## src/rtl/match_referee_pkg.sv

```systemverilog
// ============================================================================
// match_referee_pkg : shared state and winner encodings for the referee slice
// Rev 1.0
// ============================================================================
`default_nettype none

package match_referee_pkg;

    localparam logic [1:0] ST_PLAY  = 2'd0;
    localparam logic [1:0] ST_HOLD  = 2'd1;
    localparam logic [1:0] ST_MATCH = 2'd2;

    typedef enum logic [1:0] {
        PLAY  = ST_PLAY,
        HOLD  = ST_HOLD,
        MATCH = ST_MATCH
    } state_e;

    // Winner encoding shared with the playfield and score display blocks
    localparam logic [1:0] NONE = 2'b00;
    localparam logic [1:0] RWIN = 2'b01;
    localparam logic [1:0] LWIN = 2'b10;

endpackage

`default_nettype wire

```

## src/rtl/match_referee_hold_timer.sv

```systemverilog
// ============================================================================
// hold_timer : loadable down-counter that sticks at zero and flags expiry
// Rev 1.0
// ============================================================================
`default_nettype none

module hold_timer #(
    parameter int HOLD_CYCLES = 4,
    parameter int CNT_W       = $clog2(HOLD_CYCLES + 1)
) (
    input  logic             clk,
    input  logic             reset,
    input  logic             load,
    input  logic [CNT_W-1:0] load_val,
    output logic             expired
);

    logic [CNT_W-1:0] r_count;

    always_ff @(posedge clk) begin
        if (reset) begin
            r_count <= '0;
        end else if (load) begin
            r_count <= load_val;
        end else if (r_count != '0) begin
            r_count <= r_count - CNT_W'(1);
        end
    end

    assign expired = (r_count == '0);

endmodule

`default_nettype wire

```

## src/rtl/match_referee.sv

```systemverilog
// ============================================================================
// match_referee : round winner detection, result hold, scores and match end
// Rev 1.0
// ============================================================================
`default_nettype none

module match_referee
    import match_referee_pkg::*;
#(
    parameter int WIN_ROUNDS  = 7,
    parameter int HOLD_CYCLES = 4,
    parameter int SCORE_W     = $clog2(WIN_ROUNDS + 1)
) (
    input  logic               clk,
    input  logic               reset,
    input  logic               L,
    input  logic               R,
    input  logic               LM,
    input  logic               RM,
    output logic [1:0]         winner,
    output logic [1:0]         match_winner,
    output logic [SCORE_W-1:0] l_score,
    output logic [SCORE_W-1:0] r_score,
    output logic               field_reset,
    output logic               match_over
);

    localparam int                 HOLD_W     = $clog2(HOLD_CYCLES + 1);
    localparam logic [HOLD_W-1:0]  c_hold_ld  = HOLD_W'(HOLD_CYCLES - 1);
    localparam logic [SCORE_W-1:0] c_last_rnd = SCORE_W'(WIN_ROUNDS - 1);

    state_e r_state;
    logic   w_lwin;
    logic   w_rwin;
    logic   w_load;
    logic   w_expired;

    assign w_lwin = L & LM & ~R;
    assign w_rwin = R & RM & ~L;
    // Loading on a match-deciding win is harmless: the counter is unused in MATCH
    assign w_load = (r_state == PLAY) & (w_lwin | w_rwin);

    hold_timer #(
        .HOLD_CYCLES (HOLD_CYCLES),
        .CNT_W       (HOLD_W)
    ) u_hold_timer (
        .clk      (clk),
        .reset    (reset),
        .load     (w_load),
        .load_val (c_hold_ld),
        .expired  (w_expired)
    );

    always_ff @(posedge clk) begin
        if (reset) begin
            r_state      <= PLAY;
            winner       <= NONE;
            match_winner <= NONE;
            l_score      <= '0;
            r_score      <= '0;
            field_reset  <= 1'b0;
            match_over   <= 1'b0;
        end else begin
            field_reset <= 1'b0;
            case (r_state)
                PLAY: begin
                    if (w_lwin) begin
                        winner  <= LWIN;
                        l_score <= l_score + SCORE_W'(1);
                        if (l_score == c_last_rnd) begin
                            match_winner <= LWIN;
                            match_over   <= 1'b1;
                            r_state      <= MATCH;
                        end else begin
                            r_state <= HOLD;
                        end
                    end else if (w_rwin) begin
                        winner  <= RWIN;
                        r_score <= r_score + SCORE_W'(1);
                        if (r_score == c_last_rnd) begin
                            match_winner <= RWIN;
                            match_over   <= 1'b1;
                            r_state      <= MATCH;
                        end else begin
                            r_state <= HOLD;
                        end
                    end
                end
                HOLD: begin
                    if (w_expired) begin
                        winner      <= NONE;
                        field_reset <= 1'b1;
                        r_state     <= PLAY;
                    end
                end
                MATCH: begin
                end
                default: r_state <= PLAY;
            endcase
        end
    end

endmodule

`default_nettype wire

```

## config.mk

```make
export PLATFORM = sky130hd
export DESIGN_NAME = match_referee
export DESIGN_NICKNAME = d
export VERILOG_FILES = /design/src/rtl/match_referee_pkg.sv /design/src/rtl/match_referee_hold_timer.sv /design/src/rtl/match_referee.sv
export SDC_FILE = /design/constraint.sdc
export NUM_CORES = 1
export LEC_CHECK = 0
export CAP_MARGIN = 5
export CORE_ASPECT_RATIO = 1.5
export CORE_MARGIN = 8
export CORE_UTILIZATION = 38
export DETAILED_ROUTE_END_ITERATION = 12
export HOLD_SLACK_MARGIN = 0.05
export PLACE_DENSITY = 0.68
export SETUP_SLACK_MARGIN = 0.2
export SYNTH_ARGS = -nofsm -noshare
export SYNTH_HDL_FRONTEND = slang
export SYNTH_SLANG_ARGS = --single-unit
```

## constraint.sdc

```tcl
create_clock -name clk -period 3.6 [get_ports clk]
set_input_delay 0.72 -clock clk [delete_from_list [all_inputs] [get_ports clk]]
set_output_delay 0.72 -clock clk [all_outputs]
set_load 0.01 [all_outputs]
```

# Word-level counts from Yosys, hierarchy flattened
# Index checks and enable logic that the tools add are counted.
[op_classes]
addsub = 3
eq_ne = 7
mux = 20
n_bitwise = 11
n_reduce_logical = 14
[op_table]
columns = ["cell", "n"]
rows = [
  ["2-bit two-way mux", 13],
  ["3-bit AND reduction", 3],
  ["2-bit nonzero test", 4],
  ["3-bit by 1-bit adder with 3-bit output (second input constant)", 2],
  ["3-bit == test (second input constant)", 2],
  ["2-bit case mux with 3 select lines", 1],
  ["1-bit bitwise AND", 5],
  ["1-bit two-way mux", 5],
  ["1-bit inverter", 5],
  ["2-bit by 1-bit inequality test with 1-bit output (second input constant)", 2],
  ["2-bit case mux with 2 select lines", 1],
  ["4-bit AND reduction", 1],
  ["2-bit OR reduction", 2],
  ["3-bit zero test", 1],
  ["3-bit inequality test (second input constant)", 1],
  ["3-bit nonzero test", 1],
  ["3-bit by 1-bit subtractor with 3-bit output (second input constant)", 1],
  ["2-bit by 1-bit == test with 1-bit output (second input constant)", 1],
  ["2-bit == test (second input constant)", 1],
  ["2-bit zero test", 1],
  ["2-bit AND reduction", 1],
  ["1-bit OR", 1],
]
[word_totals]
regBits = 17
inputBits = 6
output_inout_bits = 12
word_cells = 64

# Logic depth before layout (Yosys ltp)
[logic_depth]
depth_word = 5
ltp_mapped = 5
mapped_depth_nobuf = 5

# By module
# From an unflattened synthesis, not the netlist that was laid out.
[hier_totals]
hier_cells = 98
hier_area_um2 = 898.4
[modules_own_cells]
columns = ["mod", "instances", "cells_per_inst", "area_per_inst_um2", "seq_area_each_um2"]
rows = [
  ["match_referee", 1, 76, 691.9, 280.3],
  ["hold_timer", 1, 22, 206.4, 60.1],
]

# Worst setup path before layout
# No wires, ideal clock.
[synth_path]
path_type = "input-to-reg"
startpoint = "input R"
endpoint = "register match_winner[0]"
setup_time_ns = 0.120
arrival_ns = 1.459
path_slack_ns = 2.021
path_stages = 3
n_path_buf = 0
path_cell_list = "nand3b_1 or3_1 nor3b_1"
[synth_between]
elab_chain_cells = 4
word_cells_on_any_way = 9
cone_classes = "1 x eq/ne; 1 x mux; 4 x bitwise; 3 x reduce/logical"
[synth_lines]
columns = ["item", "line_no", "rtl"]
rows = [
  ["start, declared", "match_referee.sv:17", "input logic R,"],
  ["1-bit bitwise AND / 1-bit inverter (equally long branches)", "match_referee.sv:39, match_referee.sv:38", ""],
  ["1-bit bitwise AND (on tied branches)", "match_referee.sv:39, match_referee.sv:38", ""],
  ["2-bit nonzero test (no line) / 2-bit by 1-bit inequality test with 1-bit output (equally long branches)", "-", ""],
  ["4-bit AND reduction (no line)", "-", ""],
  ["end signal, assigned", "match_referee.sv:58", "match_winner <= NONE;"],
  ["end signal, assigned", "match_referee.sv:71", "match_winner <= LWIN;"],
  ["end signal, assigned", "match_referee.sv:81", "match_winner <= RWIN;"],
  ["end, declared", "match_referee.sv:21", "output logic [1:0] match_winner,"],
]
# Parallel ways exist; a longest one is shown, timed or not.
# A chain may end at the register's enable or synchronous reset.

# Final worst setup path
[layout_path]
startpoint = "register r_score[2]"
endpoint = "output r_score[2]"
[layout_rtl]
columns = ["item", "line_no", "rtl"]
rows = [
  ["start, declared", "match_referee.sv:23", "output logic [SCORE_W-1:0] r_score,"],
  ["start signal, assigned", "match_referee.sv:79", "r_score <= r_score + SCORE_W'(1);"],
]
# No word-level cell between the ends.

==> summary.md <==
| Metric | Value |
|---|---|
| Wire length per cell | `13.77 um` |
| Post-layout nets | `between 100 and 150` |
| CTS hold repair buffers | `0` |
| Worst Tran Pin Value | `roughly 0.71 ns` |
| Final WS setup | `between 1.5 and 2 ns` |
| Clock sinks | `17` |
| TritonCTS clock tree | `built` |
| Cell area after layout | `1041 um^2` |
| Via count | `between 700 and 800` |
| Int Pwr | `0.3241 mW` |
| Combinational share of power | `roughly 31%` |
| Post-CTS Repair Setup Buffers | `0` |
| Slowest stage delay, CP | `between 0.5 and 0.6 ns` |
| Count of cell types in the netlist | `33` |
| Worst Setup End Kind | `primary output` |
| Hold Path Class | `reg2reg` |
| YS warnings | `0` |
| Hold wc startpoint | `match_over$_SDFFE_PP0P_` |
| Vias in the first global route | `~730` |
| Post-synth EDFFs | `0` |
| Syn nets | `106` |
| Mapped Area | `about 860 um^2` |
| I/O pin cnt | `18` |
| Clock Latency Late Sink | `approximately 0.30 ns` |
| Period utilisation layout | `between 50% and 60%` |
| Total Routing Usage GR | `roughly a tenth` |
| Crit-path leading delay family | `buffers and inverters` |
| Leak Pwr | `around 0.38 nW` |
| Clock root cell | `clkbuf_4` |
| Clk slew on worst S/H paths | `approximately 0.10 ns` |
| DP Wirelength | `around 1.4 mm` |
| DIE HEIGHT | `74.29 um` |
| Status | `complete, no violations` |
| Critical Path AT | `~1.3 ns` |
| Max-slew violations | `0` |
| WP buf/inv | `1` |
| Sequential power share | `roughly 47%` |
| Clock power frac | `21.7%` |
| Reg2reg start | `r_state[0]$_SDFFE_PP0P_` |
| Predominant post-synthesis flop cell | `dfxtp_1` |
| Setup_tns | `0 ns` |
| Placed cell areas | `slightly above 1000 um^2` |
| Final Hold Viols | `0` |
| Post-Route Utilization | `between 40% and 50%` |
| Initial antenna violation count | `0` |
| Max clock buf depth | `2` |
| CP required | `between 2 and 3 ns` |
| Tmin final | `1.988 ns` |
| Row cnt | `21` |
| Htree depth | `1` |
| Max-cap violations | `0` |
| Core Area | `roughly 2200 um^2` |
| Setup WS pre-CTS | `about 1.4 ns` |
| Psw | `between 0.1 and 0.15 mW` |
| Highest-count cells in the layout ignoring fill and taps | `17 x dfxtp_1, 17 x clkdlybuf4s50_1, 13 x a21oi_1` |
| Worst Setup Start Kind | `flip-flop` |
| Share of layout cells above drive strength 1 | `7.339%` |
| Number of setup violations in the final report | `0` |
| Die area | `a little over 4000 um^2` |
| Initial detailed-routing violation count | `22` |
| Sequential share of the synthesized area | `39.53%` |
| Final Wtd Congestion | `0.9083` |
| Top-area cell type share of the netlist area | `approximately 40%` |
| Die Wd | `approximately 55 um` |
| PwrDens | `~460 nW/um^2` |
| Routed Antenna Nets | `0` |
| Slew Limit Headroom | `between 50% and 60%` |
| RSZ-0062 raised after global routing | `false` |
| Via/cell ratio | `5.462` |
| Critical-path maximum fanout | `5` |
| Upper clock frequency limit | `~500 MHz` |
| Largest net degree at the start of global routing | `21` |
| Switching share of power | `31.62%` |
| CTS Buf Count | `3` |
| Largest cells by area after synthesis | `dfxtp_1 40%, ha_1 8.7%, a21oi_1 7.6%` |
| Area growth syn-to-layout | `20.93%` |
| Grt ovf | `0` |
| # port buffers | `17` |
| Fin Clk Skew | `just under 0.004 ns` |
| Avg Cell Area, Syn | `about 9.2 um^2` |
| Total Wirelength | `approximately 1.8 mm` |
| Diode count | `0` |
| Max rail drop VDD | `184.8 uV` |
| Async SR Flop Fraction | `0%` |
| Design Power | `~0.47 mW` |
| Yosys reg bits | `17` |
| # resized after CTS | `0` |
| Critical-path cell list | `clkdlybuf4s50_1` |
| Crit. Startpoint | `r_score[2]$_SDFFE_PP0P_` |
| Initial Util | `slightly below 40%` |
| Crit path kind | `reg2out` |
| First-pass GRT wire length | `slightly above 3 mm` |
| Crit path max-delay cell type | `clkdlybuf4s50_1` |
| DRC | `0` |
| Yosys top cell by area | `dfxtp_1` |
| Syn Inst Count | `between 90 and 100` |
| Pre-Repair DR Iteration Count | `4` |
worst min-delay path, cell delays in order (launching register included):
cell and delay (ns):
dfxtp_1 0.34, nand2b_1 0.06, o31ai_1 0.05
synthesized netlist by cell type (3+ instances only):
| cell | instances |
|---|---|
| a21oi_1 | 13 |
| nand3b_1 | 3 |
| inv_1 | 6 |
| nor2_1 | 4 |
| ha_1 | 6 |
| dfxtp_1 | 17 |
| mux2_2 | 3 |
| a211oi_1 | 3 |
| nand3_1 | 4 |
| nand2_1 | 3 |
| o21ai_0 | 4 |
path summary, 6_finish.rpt:
kind | to | slack (ns) | depth (start not counted)
max reg2reg | l_score[2]$_SDFFE_PP0P_ | 2.02 | 3
min reg2reg | match_over$_SDFFE_PP0P_ | 0.47 | 2
max | r_score[2] | 1.61 | 1
min | match_over$_SDFFE_PP0P_ | 0.47 | 2
layer usage:
metal / share of wire (%) / global-route usage (%) / wire, um / up-vias
met5: 0 / 0 / 0 / -
met4: 3.0 / 7.418 / 55 / 0
met3: 2.3 / 0.8000 / 42 / 4
met2: 53 / 17.07 / 956 / 13
met1: 42 / 10.93 / 763 / 330
li1: - / - / - / 374
metrics by stage:
| stage | instances | hold slack (ns) |
|---|---|---|
| 2_1_floorplan | 94 | 0.4827 |
| 3_3_place_gp | 128 | 0.4586 |
| 3_5_place_dp | 128 | 0.4539 |
| 4_1_cts | 132 | 0.4811 |
| 5_1_grt | 132 | 0.4959 |
| 6_report | 132 | 0.4742 |
state kept, by name (all words and copies together) (netlist names):
name,cells
match_over,1
match_winner,2
r_score,3
winner,2
field_reset,1
l_score,3
u_hold_timer.r_count,3
r_state,2
logic make-up (layout without fill, tap and decap cells):
| logic type | Yosys count | in the layout | synth area share, % |
|---|---|---|---|
| muxes | 4 | 4 | 5.087 |
| and+or+nand+nor | 26 | 26 | 17.44 |
| xor gates and xnor gates | 1 | 1 | 1.018 |
| DFF | 17 | 17 | 39.54 |
| adders and majority gates | 6 | 6 | 8.721 |
| AOI/OAI and AO/OA | 28 | 28 | 20.20 |
| buffers and inverters | 12 | 27 | 7.992 |
cell type report:
type                            count  area [um^2]
Inverter                            6        22.52
Multi-Input combinational cell     65        451.7
Timing Repair Buffer               17        170.2
Fill cell                         223         1140
Clock inverter                      1        5.005
Clock buffer                        3        22.52
Tap cell                           23        28.78
Sequential cell                    17        340.3
power groups by stage:
stage	clock network [mW]	registers [mW]	logic (mW)
2_1_floorplan	0	0.226	0.115
3_3_place_gp	0	0.227	0.142
3_5_place_dp	0	0.229	0.150
4_1_cts	0.106	0.224	0.151
5_1_grt	0.112	0.228	0.170
6_report	0.103	0.224	0.147
No activity file was read; power rests on OpenSTA's default activity.
